$ cat src/rtl/instr_fetch.sv
// Instruction fetch stage: PC register, single-outstanding imem handshake,
// skid buffer for decode stall, redirect with drain of stale requests, IF/ID register.
module instr_fetch #(
   parameter logic [31:0] RESET_PC  = 32'h0000_0000,
   parameter logic [31:0] NOP_INSTR = 32'h0000_0013
) (
   input  logic        clk,
   input  logic        rst,
   input  logic        stall_i,
   input  logic        redirect_valid_i,
   input  logic [31:0] redirect_pc_i,
   output logic        imem_req_o,
   output logic [31:0] imem_addr_o,
   input  logic        imem_ready_i,
   input  logic [31:0] imem_rdata_i,
   output logic [31:0] instr_o,
   output logic [31:0] pc_o,
   output logic [31:0] pc_plus4_o,
   output logic        valid_o
);

   typedef enum logic [1:0] {
      S_REQ   = 2'd0,
      S_HOLD  = 2'd1,
      S_DRAIN = 2'd2
   } state_e;

   state_e      state_q, state_d;
   logic [31:0] pc_q, pc_d;
   logic [31:0] drain_addr_q, drain_addr_d;
   logic [31:0] buf_instr_q, buf_instr_d;
   logic [31:0] buf_pc_q, buf_pc_d;
   logic [31:0] instr_q, instr_d;
   logic [31:0] id_pc_q, id_pc_d;
   logic        valid_q, valid_d;

   always_comb begin
      // NOTE: every _d defaults to its _q so no path through the case infers a latch.
      state_d      = state_q;
      pc_d         = pc_q;
      drain_addr_d = drain_addr_q;
      buf_instr_d  = buf_instr_q;
      buf_pc_d     = buf_pc_q;
      instr_d      = instr_q;
      id_pc_d      = id_pc_q;
      valid_d      = valid_q;

      if (redirect_valid_i) begin
         valid_d = 1'b0;
         instr_d = NOP_INSTR;
         pc_d    = {redirect_pc_i[31:2], 2'b00};
         unique case (state_q)
            S_REQ: begin
               if (!imem_ready_i) begin
                  state_d      = S_DRAIN;
                  drain_addr_d = pc_q;
               end
            end
            S_HOLD:  state_d = S_REQ;
            S_DRAIN: state_d = imem_ready_i ? S_REQ : S_DRAIN;
            default: state_d = S_REQ;
         endcase
      end else begin
         unique case (state_q)
            S_REQ: begin
               if (imem_ready_i) begin
                  pc_d = pc_q + 32'd4;
                  if (stall_i) begin
                     buf_instr_d = imem_rdata_i;
                     buf_pc_d    = pc_q;
                     state_d     = S_HOLD;
                  end else begin
                     instr_d = imem_rdata_i;
                     id_pc_d = pc_q;
                     valid_d = 1'b1;
                  end
               end else if (!stall_i) begin
                  valid_d = 1'b0;
                  instr_d = NOP_INSTR;
               end
            end
            S_HOLD: begin
               if (!stall_i) begin
                  instr_d = buf_instr_q;
                  id_pc_d = buf_pc_q;
                  valid_d = 1'b1;
                  state_d = S_REQ;
               end
            end
            S_DRAIN: begin
               // The response belongs to the pre-redirect stream and is dropped.
               if (imem_ready_i) state_d = S_REQ;
               if (!stall_i) begin
                  valid_d = 1'b0;
                  instr_d = NOP_INSTR;
               end
            end
            default: state_d = S_REQ;
         endcase
      end
   end

   always_ff @(posedge clk) begin
      // NOTE: reset is synchronous and wins over any response arriving the same edge.
      if (rst) begin
         state_q      <= S_REQ;
         pc_q         <= RESET_PC;
         drain_addr_q <= RESET_PC;
         buf_instr_q  <= '0;
         buf_pc_q     <= '0;
         instr_q      <= NOP_INSTR;
         id_pc_q      <= RESET_PC;
         valid_q      <= 1'b0;
      end else begin
         // NOTE: non-blocking assignments keep every flop sampling pre-edge values.
         state_q      <= state_d;
         pc_q         <= pc_d;
         drain_addr_q <= drain_addr_d;
         buf_instr_q  <= buf_instr_d;
         buf_pc_q     <= buf_pc_d;
         instr_q      <= instr_d;
         id_pc_q      <= id_pc_d;
         valid_q      <= valid_d;
      end
   end

   // Request and address depend only on state so they stay stable while waiting.
   assign imem_req_o  = (state_q != S_HOLD);
   assign imem_addr_o = (state_q == S_DRAIN) ? drain_addr_q : pc_q;
   assign instr_o     = instr_q;
   assign pc_o        = id_pc_q;
   assign pc_plus4_o  = id_pc_q + 32'd4;
   assign valid_o     = valid_q;

endmodule

$ cat config.mk
export PLATFORM = sky130hd
export DESIGN_NAME = instr_fetch
export DESIGN_NICKNAME = d
export VERILOG_FILES = /design/src/rtl/instr_fetch.sv
export SDC_FILE = /design/constraint.sdc
export NUM_CORES = 1
export LEC_CHECK = 0
export CAP_MARGIN = 20
export CORE_MARGIN = 2
export CORE_UTILIZATION = 57
export CTS_CLUSTER_SIZE = 10
export DETAILED_ROUTE_END_ITERATION = 8
export DONT_BUFFER_PORTS = 1
export PLACE_DENSITY = 0.75
export SLEW_MARGIN = 20
export SYNTH_ARGS = -nofsm -noshare
export SYNTH_HDL_FRONTEND = slang
export SYNTH_SLANG_ARGS = --single-unit
$ cat constraint.sdc
create_clock -name clk -period 2.1 [get_ports clk]
set_input_delay 0.315 -clock clk [delete_from_list [all_inputs] [get_ports clk]]
set_output_delay 0.315 -clock clk [all_outputs]
set_load 0.005 [all_outputs]
# Word level (Yosys, flattened, before mapping)
# Cells that the tools add are included.
# W data, S select, Z words.
# word_totals
register_bits	195
in_bits	69
elab_cells	64
# op_classes
bitwise	2
n_reduce_logical	13
addsub	2
n_eq_ne	12
muxes	26
# op_table
op	n
$mux W32	11
$pmux W32 S3	1
$add A32 B3 Y32 const B	2
$pmux W32 S2	1
$ne A3 B3 Y1 const B	6
$mux W2	7
$reduce_and A5 Y1	2
$ne A2 B2 Y1 const B	3
$pmux W2 S3	1
$reduce_and A3 Y1	2
$reduce_bool A2 Y1	3
$pmux W2 S2	1
$reduce_and A2 Y1	2
$reduce_and A4 Y1	1
$mux W1	3
$pmux W1 S3	1
$reduce_bool A3 Y1	1
$eq A2 B1 Y1 const B	1
$eq A2 B2 Y1 const B	1
$logic_not A2 Y1	1
$ne A2 B1 Y1 const B	1
$not A1 Y1	2
$reduce_or A2 Y1	1

# Depth between registers and ports, before layout
# Gate-level depths: netlist of run 1.
# depth
word_depth	4
ltp_mapped	9

# Least setup slack after synthesis of run 1
# Ideal clock, no wire load.
# synth_timing
path_kind	reg2reg
from	register state_q[0]
to	register instr_q[15] (netlist: instr_o[15])
t_arrival_ns	1.870
path_slack_ns	0.160
path_stages_with_launch	10
synth_period_minus_slack_ns	1.940
required_time_ns	2.029
cell_sequence	dfxtp_1 > inv_1 > ha_1 > nor2b_1 > buf_2 > o221ai_1 > o211a_1 > buf_2 > buf_2 > o2bb2ai_1
# synth_between
elab_chain_len	3
word_cells_on_any_way	8
classes_between	eq/ne: 4; mux: 1; reduce/logical: 3
# synth_lines
element	line_no	text
from (decl)	28	state_e state_q, state_d;
from (signal assigned)	116	state_q <= state_d;
$eq A2 B1 Y1, or another cell as far along	64	unique case (state_q)
$ne A2 B2 Y1 (no line), or another cell as far along	n/a	
$reduce_and A3 Y1 (no line)	n/a	
to (signal assigned)	121	instr_q <= instr_d;
to (decl)	33	logic [31:0] instr_q, instr_d;
# Several ways; a longest one is shown, not always the timed one.
# A chain may end at the register's enable or synchronous reset.

# Worst setup path in the final report of run 1
# layout_timing
from	register id_pc_q[14] (netlist: pc_o[14])
to	output pc_plus4_o[31]
# layout_between
elab_chain_len	1
# layout_lines
element	line_no	text
from (decl)	34	logic [31:0] id_pc_q, id_pc_d;
from (signal assigned)	122	id_pc_q <= id_pc_d;
$add A32 B3 Y32	132	assign pc_plus4_o = id_pc_q + 32'd4;
to (decl)	18	output logic [31:0] pc_plus4_o,
# No other way between the ends.

==> results of run 1 <==
[routing by layer]
layer	track usage	routed length (um)	vias up
li1	-	-	3821
met1	0.348	9910	3747
met2	0.477	11700	319
met3	0.0969	2330	35
met4	0.109	498	0
met5	0	0	-
[layout by cell type, fill, tap and decap left out, types with 6 or more instances in the layout]
cell and instances:
a211oi_1 38, a21oi_1 102, a22oi_1 29, a311oi_1 10
and3_1 10, buf_12 7, buf_4 65, buf_6 6
clkbuf_16 17, conb_1 6, dfxtp_1 177, dfxtp_4 7
dlygate4sd3_1 37, inv_1 11, mux2_2 29, mux2i_1 30
nand2_1 215, nand3_1 19, nand4_1 24, nor2_1 54
o21ai_0 21, o2bb2ai_1 29, or3_1 9, or4_1 8
xnor2_1 18, xnor2_2 13, xor2_1 6
[power groups by stage]
stage | Sequential, mW | Combinational [mW] | Clock, mW
final | 3.86 | 1.09 | 3.11
after global routing | 3.88 | 1.19 | 3.31
after CTS | 3.85 | 1.01 | 3.17
after detailed placement | 3.93 | 0.961 | 0
after global placement | 3.92 | 0.943 | 0
after floorplan | 3.89 | 0.736 | 0
[through the flow]
step	setup TNS (ns)	setup slack, ns	cells	hold WS [ns]	area, um2
floorplan	0	0.160	1067	0.433	8840
global placement	0	0.0720	1215	0.394	9220
detailed placement	0	0.0131	1215	0.398	9220
CTS	-1.40	-0.146	1287	-0.0636	10400
global route	-2.77	-0.252	1294	0.00388	10500
finish	-1.06	-0.171	1295	0.0122	10500
[logic make-up after synthesis]
group | after synthesis | share of synthesized area
other | 1 | 0.000425
xor gates and xnor gates | 38 | 0.0377
AOI/OAI and AO/OA | 257 | 0.193
buffers and inverters | 121 | 0.0569
DFF | 187 | 0.424
and+or+nand+nor | 393 | 0.208
muxes | 59 | 0.0710
adders and majority gates | 6 | 0.00851
[layout make-up]
type                       instances  share of cell area
antenna                            2            0.000474
clock buffer                      22              0.0459
clock inverter                     9             0.00842
inverter                          12             0.00427
multi-input combinational        759               0.457
sequential                       187               0.358
tap                              188              0.0223
timing repair buffer             116               0.104
[final timing paths]
path	end	cells past startpoint
setup / recovery	pc_plus4_o[31]	4
hold / removal	buf_instr_q[22]$_SDFFE_PP0P_	2
setup reg to reg	pc_q[19]$_SDFFE_PP0P_	6
hold reg to reg	buf_pc_q[8]$_SDFFE_PP0P_	2
[state kept, by name (all words and copies together), names as in the netlist, named ones only]
register and flops:
pc_q 30, pc_o 30, instr_o 32, buf_instr_q 32, drain_addr_q 30, buf_pc_q 30
state_q 2
[timing repair]
| action | CTS | global route |
|---|---|---|
| gates resized for setup | 43 | 21 |
| buffers inserted | 6 | 1 |
| pin swaps | 16 | 17 |
| hold buffers | 34 | 5 |
| hold endpoints to repair | 146 | 70 |
| endpoints found under the setup margin | 41 | 108 |
| gates cloned | 1 | 0 |
[worst max-delay path: stages, from the launching register on]
cell,delay (ns)
dfxtp_1,0.48
and4_4,0.30
and4_4,0.29
nand4_1,0.24
xnor2_2,0.21
==> summary.md, run 1 <==
| Metric | Value |
|---|---|
| Status | `finished with violations` |
| Failing checks | `setup timing` |
| Via count | `roughly 7900` |
| Final setup violation count | `17` |
| Ys flop type | `dfxtp_1` |
| Fill count | `1182` |
| Iter 0 DRT Violations | `621` |
| Seq/Total Area, Yosys | `0.424` |
| Worst setup SP type | `flip-flop` |
| CTS buffer count | `17` |
| DR vias/cell | `about 6` |
| Die Ht | `128 um` |
| Total internal power | `5.94 mW` |
| Post-synth ARST share | `0` |
| Mapped Cells | `1062` |
| Arr. time, crit path | `1.96 ns` |
| Slew Limit Fails | `0` |
| Max Cap Viol | `0` |
| R2r setup slk | `0.13 ns` |
| Clock tree sinks | `187` |
| Syn avg cell area | `8.31 um2` |
| Sequential Power Share | `0.478` |
| Post-synth top cells | `nand2_1 (216), dfxtp_1 (187), a21oi_1 (102)` |
| Gp weighted congestion | `0.856` |
| Clk_lat worst skew | `~0.43 ns` |
| Synth cell types | `roughly 60` |
| Starting Density | `0.583` |
| CTS tree | `built` |
| Root Buffer Master | `clkbuf_16` |
| First-pass GRT wire length | `37.9 mm` |
| Worst Setup End Kind | `output pin` |
| Final core utilization | `0.696` |
| Area occupied by multi-input gates | `4820 um2` |
| Die area | `16500 um2` |
| Yosys top cell by area | `dfxtp_1` |
| Switching power | `2.12 mW` |
| Drt wl/cell | `roughly 19 um` |
| Area grow syn2layout | `19.5%` |
| Min Tclk post-route | `2.27 ns` |
| Hold_sp | `imem_rdata_i[22]` |
| Dpl hpwl | `roughly 15 mm` |
| Clock power share | `0.386` |
| Final period util | `1.08` |
| Min setup slack post-route | `-0.171 ns` |
| Switching Fraction | `0.263` |
| IO buf count | `0` |
| Drt total wl | `24.4 mm` |
| Hold crit path type | `in2reg` |
| Synth Register Bits | `187` |
| Setup repair after global routing missed its margin | `true` |
| Clock tree buffer depth | `2` |
| Crit Path Category | `reg2out` |
| Worst reg2reg startpoint | `state_q[0]$_SDFFE_PP0P_` |
| # H-tree levels | `4` |
| Max VDD drop | `0.535 mV` |
| Vias in the first global route | `7512` |
| Comb power frac | `0.135` |
| Reg area | `3770 um2` |
| GRT Residual Overflow | `0` |
| Max Fclk | `0.440 GHz` |
| Share of layout cells above drive strength 1 | `0.175` |
| First-pass detailed-route iteration total | `5` |
| Total power | `8.06 mW` |
| Setup Skew | `0.00625 ns` |
| Total GRT Usage | `0.288` |
| Setup crit start | `pc_o[14]$_SDFFE_PP0P_` |
| Cell Rows | `45` |
| Synthesized cell area | `about 8800 um2` |
| Synth top area share | `0.424` |
| Initial antenna violation count | `2` |
| Pleak | `~3.7 nW` |
| Clock transition at path regs | `0.07 ns` |
| Routed Antenna Nets | `0` |
| Largest net degree at the start of global routing | `153` |
| IO Pins | `around 200` |
| Worst EP required | `1.78 ns` |
| Crit Path Max Fanout | `8` |
| PD cells | `765 nW/um2` |
| # DRC | `0` |
| Most common cell in the netlist | `nand2_1` |
| Hold Vio Cnt, Final | `0` |
| Yosys warns | `0` |
| Post-synth EDFFs | `0` |
| Die width | `roughly 130 um` |
| Nets | `between 1000 and 1500` |
| Core Area | `15100 um2` |
| Largest cells by area after synthesis | `dfxtp_1 (42%), nand2_1 (9.2%), a21oi_1 (5.8%)` |
| Max_slew headroom | `0.624` |
| Worst slew pin tran | `0.565 ns` |
Note: power is estimated with default switching activity, not from simulation.
==> inputs of run 2 (changes only) <==
Settings changed: CTS_CLUSTER_DIAMETER from default to 100.
==> results of run 2 <==
Same layout as run 1: the final DEF is identical, and so are final timing and power.
==> inputs of run 3 (changes only) <==
Settings changed: RECOVER_POWER from default to 50.
==> results of run 3 <==
Same layout as run 1: the final DEF is identical, and so are final timing and power.
